===== src/rtl/state_sequencer.sv =====
// Owns the 4-bit system state and applies target-state requests only along
// the fixed legal-transition table, after a minimum dwell in each state.
module state_sequencer #(
  parameter int MIN_DWELL = 2,
  parameter int ERR_CNT_W = 8
) (
  input  logic                 clk,
  input  logic                 rst_n,
  input  logic                 req_valid,
  input  logic [3:0]           req_state,
  output logic                 req_ready,
  input  logic                 clr_err,
  output logic [3:0]           state,
  output logic [3:0]           prev_state,
  output logic                 state_changed,
  output logic                 err_illegal,
  output logic [ERR_CNT_W-1:0] err_count
);

  localparam int DW_W = (MIN_DWELL < 1) ? 1 : $clog2(MIN_DWELL + 1);
  localparam logic [DW_W-1:0]      DWELL_LOAD = DW_W'(MIN_DWELL);
  localparam logic [ERR_CNT_W-1:0] CNT_MAX    = '1;

  logic [3:0]           r_state, r_prev;
  logic                 r_changed, r_err;
  logic [ERR_CNT_W-1:0] r_cnt;
  logic [DW_W-1:0]      r_dwell;

  logic [3:0]           w_state_next, w_prev_next;
  logic                 w_changed_next, w_err_next;
  logic [ERR_CNT_W-1:0] w_cnt_next, w_cnt_base;
  logic [DW_W-1:0]      w_dwell_next;
  logic                 w_ready, w_consume, w_legal, w_change, w_illegal;

  // Holding the current state is always legal; 8..15 are never reachable.
  function automatic logic is_legal(input logic [3:0] cur, input logic [3:0] nxt);
    logic ok;
    ok = 1'b0;
    if (nxt == cur) begin
      ok = 1'b1;
    end else begin
      case (cur)
        4'd0:    ok = (nxt == 4'd1) || (nxt == 4'd2);
        4'd1:    ok = (nxt == 4'd2) || (nxt == 4'd4);
        4'd2:    ok = (nxt == 4'd3);
        4'd3:    ok = (nxt == 4'd0) || (nxt == 4'd1) || (nxt == 4'd4);
        4'd4:    ok = (nxt == 4'd5);
        4'd5:    ok = (nxt == 4'd1) || (nxt == 4'd6);
        4'd6:    ok = (nxt == 4'd7);
        4'd7:    ok = (nxt == 4'd0);
        default: ok = 1'b0;
      endcase
    end
    return ok;
  endfunction

  always_ff @(posedge clk) begin
    if (!rst_n) begin
      r_state   <= 4'd0;
      r_prev    <= 4'd0;
      r_changed <= 1'b0;
      r_err     <= 1'b0;
      r_cnt     <= '0;
      r_dwell   <= '0;
    end else begin
      r_state   <= w_state_next;
      r_prev    <= w_prev_next;
      r_changed <= w_changed_next;
      r_err     <= w_err_next;
      r_cnt     <= w_cnt_next;
      r_dwell   <= w_dwell_next;
    end
  end

  always_comb begin
    w_ready        = (r_dwell == '0);
    w_consume      = req_valid && w_ready;
    w_legal        = is_legal(r_state, req_state);
    w_change       = w_consume && w_legal && (req_state != r_state);
    w_illegal      = w_consume && !w_legal;

    w_state_next   = r_state;
    w_prev_next    = r_prev;
    w_changed_next = w_change;
    w_err_next     = w_illegal;
    w_dwell_next   = (r_dwell != '0) ? (r_dwell - DW_W'(1)) : '0;

    if (w_change) begin
      w_state_next = req_state;
      w_prev_next  = r_state;
      w_dwell_next = DWELL_LOAD;
    end

    // Clear takes effect before a same-cycle increment.
    w_cnt_base = clr_err ? '0 : r_cnt;
    w_cnt_next = w_cnt_base;
    if (w_illegal && (w_cnt_base != CNT_MAX)) begin
      w_cnt_next = w_cnt_base + ERR_CNT_W'(1);
    end
  end

  assign req_ready     = w_ready;
  assign state         = r_state;
  assign prev_state    = r_prev;
  assign state_changed = r_changed;
  assign err_illegal   = r_err;
  assign err_count     = r_cnt;

endmodule


===== config.mk =====
export PLATFORM = sky130hd
export DESIGN_NAME = state_sequencer
export DESIGN_NICKNAME = d
export VERILOG_FILES = /design/src/rtl/state_sequencer.sv
export SDC_FILE = /design/constraint.sdc
export NUM_CORES = 1
export LEC_CHECK = 0
export CAP_MARGIN = 10
export CORE_ASPECT_RATIO = 0.9
export CORE_MARGIN = 4
export CORE_UTILIZATION = 45
export CTS_CLUSTER_SIZE = 16
export DETAILED_ROUTE_END_ITERATION = 6
export PLACE_DENSITY = 0.74
export REMOVE_ABC_BUFFERS = 1
export SLEW_MARGIN = 25
export SYNTH_ARGS = -nofsm -noshare
export SYNTH_HDL_FRONTEND = slang
export SYNTH_SLANG_ARGS = --single-unit

===== constraint.sdc =====
create_clock -name clk -period 3.05 [get_ports clk]
set_clock_uncertainty 0.15 [all_clocks]
set_input_delay 0.61 -clock clk [delete_from_list [all_inputs] [get_ports clk]]
set_output_delay 0.61 -clock clk [all_outputs]
set_load 0.01 [all_outputs]

# Yosys cells after proc, flatten, opt, wreduce, memory -nomap -nowiden
# Cells that the tools add are included.
totals:
  regBits: 20
  latch_bits: 0
  ramBits: 0
  romBits: 0
  inputBits: 8
  output_inout_bits: 19
  elab_cells: 50
  n_memories: 0
classes:
  add_sub_neg: 2
  n_mul: 0
  n_div: 0
  magnitude_cmp: 0
  eq_ne: 17
  n_shift: 0
  n_mux: 6
  bitwise: 2
  n_reduce_logical: 16
ops:
  columns: ["op", "n"]
  rows:
  - ["$eq 4x3->1 const B", 8]
  - ["$eq 4x2->1 const B", 4]
  - ["$mux 8", 2]
  - ["$add 8x1->8 const B", 1]
  - ["$eq 4x1->1 const B", 2]
  - ["$logic_not 4->1", 2]
  - ["$ne 8x8->1 const B", 1]
  - ["$pmux 1 s8", 1]
  - ["$logic_and 1x1->1", 5]
  - ["$logic_or 1x1->1", 5]
  - ["$eq 4x4->1", 1]
  - ["$mux 2", 2]
  - ["$ne 4x4->1", 1]
  - ["$reduce_or 3->1", 1]
  - ["$logic_not 2->1", 1]
  - ["$not 1->1", 2]
  - ["$reduce_bool 2->1", 1]
  - ["$sub 2x1->2 const B", 1]
  - ["$logic_not 1->1", 1]
  - ["$mux 1", 1]

# Longest topological paths before layout
# Gate-level depths: netlist of run 1.
depth:
  depth_word: 9
  ltp_mapped: 8
  depth_no_buf: 8

# Worst setup path before layout of run 1
# Ideal clock, no wire load.
synth_path:
  path_kind: "input -> register"
  start: "input clr_err"
  end: "register r_cnt[4] (netlist: err_count[4])"
  setup_time_ns: 0.070
  arrival_ns: 2.139
  required_time_ns: 2.830
  setup_slack_ns: 0.691
  stages: 8
  cell_sequence: "nor2b_1 -> ha_1 -> nand4b_1 -> or4_1 -> nand4_1 -> clkbuf_1 -> o311ai_0 -> a21oi_1"
synth_between:
  elab_chain_cells: 4
  word_cells_on_any_way: 5
  cone_classes: "1 x add/sub; 1 x eq/ne; 2 x mux; 1 x reduce/logical"
synth_rtl:
  columns: ["element", "line_no", "rtl"]
  rows:
  - ["from (decl)", "12", "input logic clr_err,"]
  - ["$mux 8 *", "95", "w_cnt_base = clr_err ? '0 : r_cnt;"]
  - ["branches (longest 2 deep; another with $add 8x1->8)", null, null]
  - ["$mux 8 *", "97", "if (w_illegal && (w_cnt_base != CNT_MAX)) begin"]
  - ["to (signal assigned)", "70", "r_cnt <= w_cnt_next;"]
  - ["to (decl)", "26", "logic [ERR_CNT_W-1:0] r_cnt;"]
# Mark *: on every way between the ends.
# A chain may end at the register's enable or synchronous reset.

# Final worst setup path of run 1
layout_path:
  start: "input req_state[2]"
  end: "register r_prev[1] (netlist: prev_state[1])"
layout_between:
  elab_chain_cells: 7
  word_cells_on_any_way: 19
  cone_classes: "9 x eq/ne; 2 x mux; 8 x reduce/logical"
layout_rtl:
  columns: ["element", "line_no", "rtl"]
  rows:
  - ["from (decl)", "10", "input logic [3:0] req_state,"]
  - ["$eq 4x1->1 / $logic_not 4->1 (equally long branches)", null, null]
  - ["$logic_or 1x1->1 (2 in a row)", "46", "4'd3: ok = (nxt == 4'd0) || (nxt == 4'd1) || (nxt == 4'd4);"]
  - ["$pmux 1 s8", "42", "case (cur)"]
  - ["$mux 1", "39", "if (nxt == cur) begin"]
  - ["$logic_and 1x1->1", "79", "w_change = w_consume && w_legal && (req_state != r_state);"]
  - ["$logic_and 1x1->1 *", "79", null]
  - ["to (signal assigned)", "67", "r_prev <= w_prev_next;"]
  - ["to (decl)", "24", "logic [3:0] r_state, r_prev;"]
# Mark *: on every way between the ends. The rest lies on a longest branch, timed or not.

==> results of run 1 <==
[path summary, 6_finish.rpt]
path,from,endpoint,slack [ps],cells past startpoint
min,r_dwell[0],r_dwell[0],290,1
max,req_state[2],prev_state[1],330,8
max reg2reg,state[2],err_count[3],720,6
min reg2reg,r_dwell[0],r_dwell[0],290,1
[stage by stage]
step / total power, mW / util / instances
after CTS: 0.5676 / 0.6449 / 182
after floorplan: 0.3067 / - / 117
after global placement: 0.3478 / 0.6217 / 178
after global routing: 0.5881 / 0.6449 / 182
final: 0.5626 / 0.6449 / 182
after detailed placement: 0.3493 / 0.6217 / 178
[state kept, by name, indices dropped and copies added (netlist names)]
name,flops
r_dwell,2
state,4
err_count,8
state_changed,1
prev_state,4
err_illegal,1
[routing by layer]
metal | track usage | wire length [um] | vias up | share of wire
met2 | 0.2806 | 1136 | 38 | 0.47
met3 | 0.06032 | 195 | 0 | 0.080
met1 | 0.2068 | 1109 | 462 | 0.45
met4 | 0.02952 | 0 | 0 | 0
li1 | - | - | 513 | -
met5 | 0 | 0 | - | 0
[worst max-delay path: stages]
cell and delay [ps]:
clkdlybuf4s50_1 630, nand2_1 100, a2111oi_0 420, a211oi_1 140, a221oi_4 300, nor2b_2 250
buf_12 150, mux2i_1 190
[cell type report]
class / count / area [um^2] / area share
Clock inverter: 1 / 30.03 / 0.02058
Inverter: 8 / 30.03 / 0.02058
Clock buffer: 3 / 22.52 / 0.01544
Sequential cell: 20 / 400.4 / 0.2744
Tap cell: 27 / 33.78 / 0.02316
Multi-Input combinational cell: 89 / 609.3 / 0.4177
Timing Repair Buffer: 34 / 332.8 / 0.2281
[cells by family (layout without fill, tap and decap cells)]
kind of cell             Yosys count  count (layout)
XOR/XNOR                           4               4
multiplexers                       6               6
AND/OR/NAND/NOR                   54              54
AO/OA/AOI/OAI                     24              24
adder cells (fa/ha/maj)            1               1
buffers and inverters             17              46
flip-flops                        20              20
[cells in the mapped netlist, drive strengths merged, types with 4 or more instances]
cell,count,area share
clkbuf,4,0.015
nand2,17,0.058
inv,8,0.027
a21oi,6,0.027
o31ai,4,0.027
dfxtp,20,0.36
o21ai,4,0.018
xor2,4,0.032
buf,5,0.042
nor2,7,0.024
or4,7,0.048
mux2i,6,0.054
nor2b,5,0.031
[power breakdown]
group	switching [mW]	internal, mW
clock network	0.0868	0.133
logic	0.0369	0.0361
registers	0.00462	0.265
[placed cells by master, fill, tap and decap left out, drive strengths merged]
cell type	netlist	routed
a2111oi	2	2
a211oi	1	1
a21boi	1	1
a21oi	6	6
a221oi	2	2
and2	3	3
buf	5	8
bufinv	0	1
clkbuf	4	3
clkdlybuf4s50	0	26
dfxtp	20	20
ha	1	1
inv	8	8
mux2i	6	6
nand2	17	17
nand2b	1	1
nand3	3	3
nand4	1	1
nand4b	2	2
nand4bb	1	1
nor2	7	7
nor2b	5	5
nor3	2	2
nor4	2	2
o211ai	1	1
o21a	1	1
o21ai	4	4
o311ai	1	1
o31ai	4	4
o32ai	1	1
or3	3	3
or4	7	7
xor2	4	4
==> reports/metrics.cfg, run 1 <==
[synthesis]
ys_warn_count = 0
synth_edf_count = 0
synth_mux_area_frac = 0.05448
synth_area_um2 = 1102
postSynthCellCount = 126
yosysSeqAreaShare = 0.3632
synth_top_family_by_area = simple AND/OR/NAND/NOR gates
synth_seq_cells = 20
synthArstFlopShare = 0
synth_xor_area_frac = 0.03178
synthDistinctLibCells = 39
avgSynthCellArea_um2 = 8.748
synth_compound_area_frac = 0.1748
synthAdderAreaFrac = 0.01135
synthFlopType = dfxtp_1
synth_simple_gate_area_frac = 0.2804

[grt]
grt.overflow.total = 0
grt_pass1_vias = 943
grt_antenna_before_repair = 0
grt_first_pass_wirelength_mm = 4.195
grt_max_degree = 13
track_usage = 0.1664

[timing]
final-setup-viol-count = 0
setup_tns_ps = 0
finalHoldViolCount = 0
rsz0062_at_grt = false
tightest_slew_ps = 370.4
whs_ps = 290.5
finalCritPeriodShare = 0.8911
max_freq_ghz = 0.3679
fin_ws_ps = 332.1
maxSlewHeadroom = 0.7467
period_needed_ps = 2718
report.final.slew_viol_count = 0

[clocking]
cts_tree = built
cts_buffer_depth = 2
ctsHoldBuffers = 0
clk-insertion-delay-late_ps = 300
cts_made_buffers = 3
cts_sinks = 20
cts.clk_slew.worst_paths_ps = 120
cts_resized = 0
cts-root-buf = clkbuf_4
htreeDepth = 1
post_cts_buffers = 0

[hold_path]
holdCritPathClass = reg -> reg

[status]
status = complete, no violations

[placed_design]
port-buffer-count = 26
dp_slack_ps = 33.89
placed_cell_area_um2 = 1406
gp_congestion = 0.7913
hpwl_mm = 1.830

[power_and_ir_drop]
ir_drop_mv = 0.4141
p_leak_nw = 0.4977
power_density_nw_per_um2 = 385.6

[routing]
num_vias = 1013
drtPass1Iterations = 4
totalWireLength_mm = 2.442
viasPerCell = 5.566
ant_nets = 0
wl_per_cell_um = 13.42
first_iter_violations = 22
drc = 0

[layout]
final_nets = 165
drive_gt1_frac = 0.1161
fin_area_um2 = 1459
areaGrowthSynthToFinish_pct = 32.35
antenna_cells = 0
fillerInstances = 199

[critical_path]
critical_path_arrival_ps = 2800
cp.required_ps = 3140
critPathKind = in -> reg
cp-end-kind = register
crit_fanout = 9
start_kind = input pin

[floorplan]
die_area_um2 = 3307
die_x_um = 60.17
initial_utilization = 0.4873
core_region_area_um2 = 2262
num_rows = 16
die_y_um = 54.96
ios = 27

[flow_run]
maxCapViolations = 0

Power figures use the tool's default switching activity.
==> inputs of run 2 (changes only) <==
--- a/config.mk
+++ b/config.mk
@@ -13,7 +13,7 @@
 export DETAILED_ROUTE_END_ITERATION = 6
 export PLACE_DENSITY = 0.74
 export REMOVE_ABC_BUFFERS = 1
-export SLEW_MARGIN = 25
+export SLEW_MARGIN = 20
 export SYNTH_ARGS = -nofsm -noshare
 export SYNTH_HDL_FRONTEND = slang
 export SYNTH_SLANG_ARGS = --single-unit
==> results of run 2 <==
The final DEF is identical to that of run 1; final timing and power are the same.
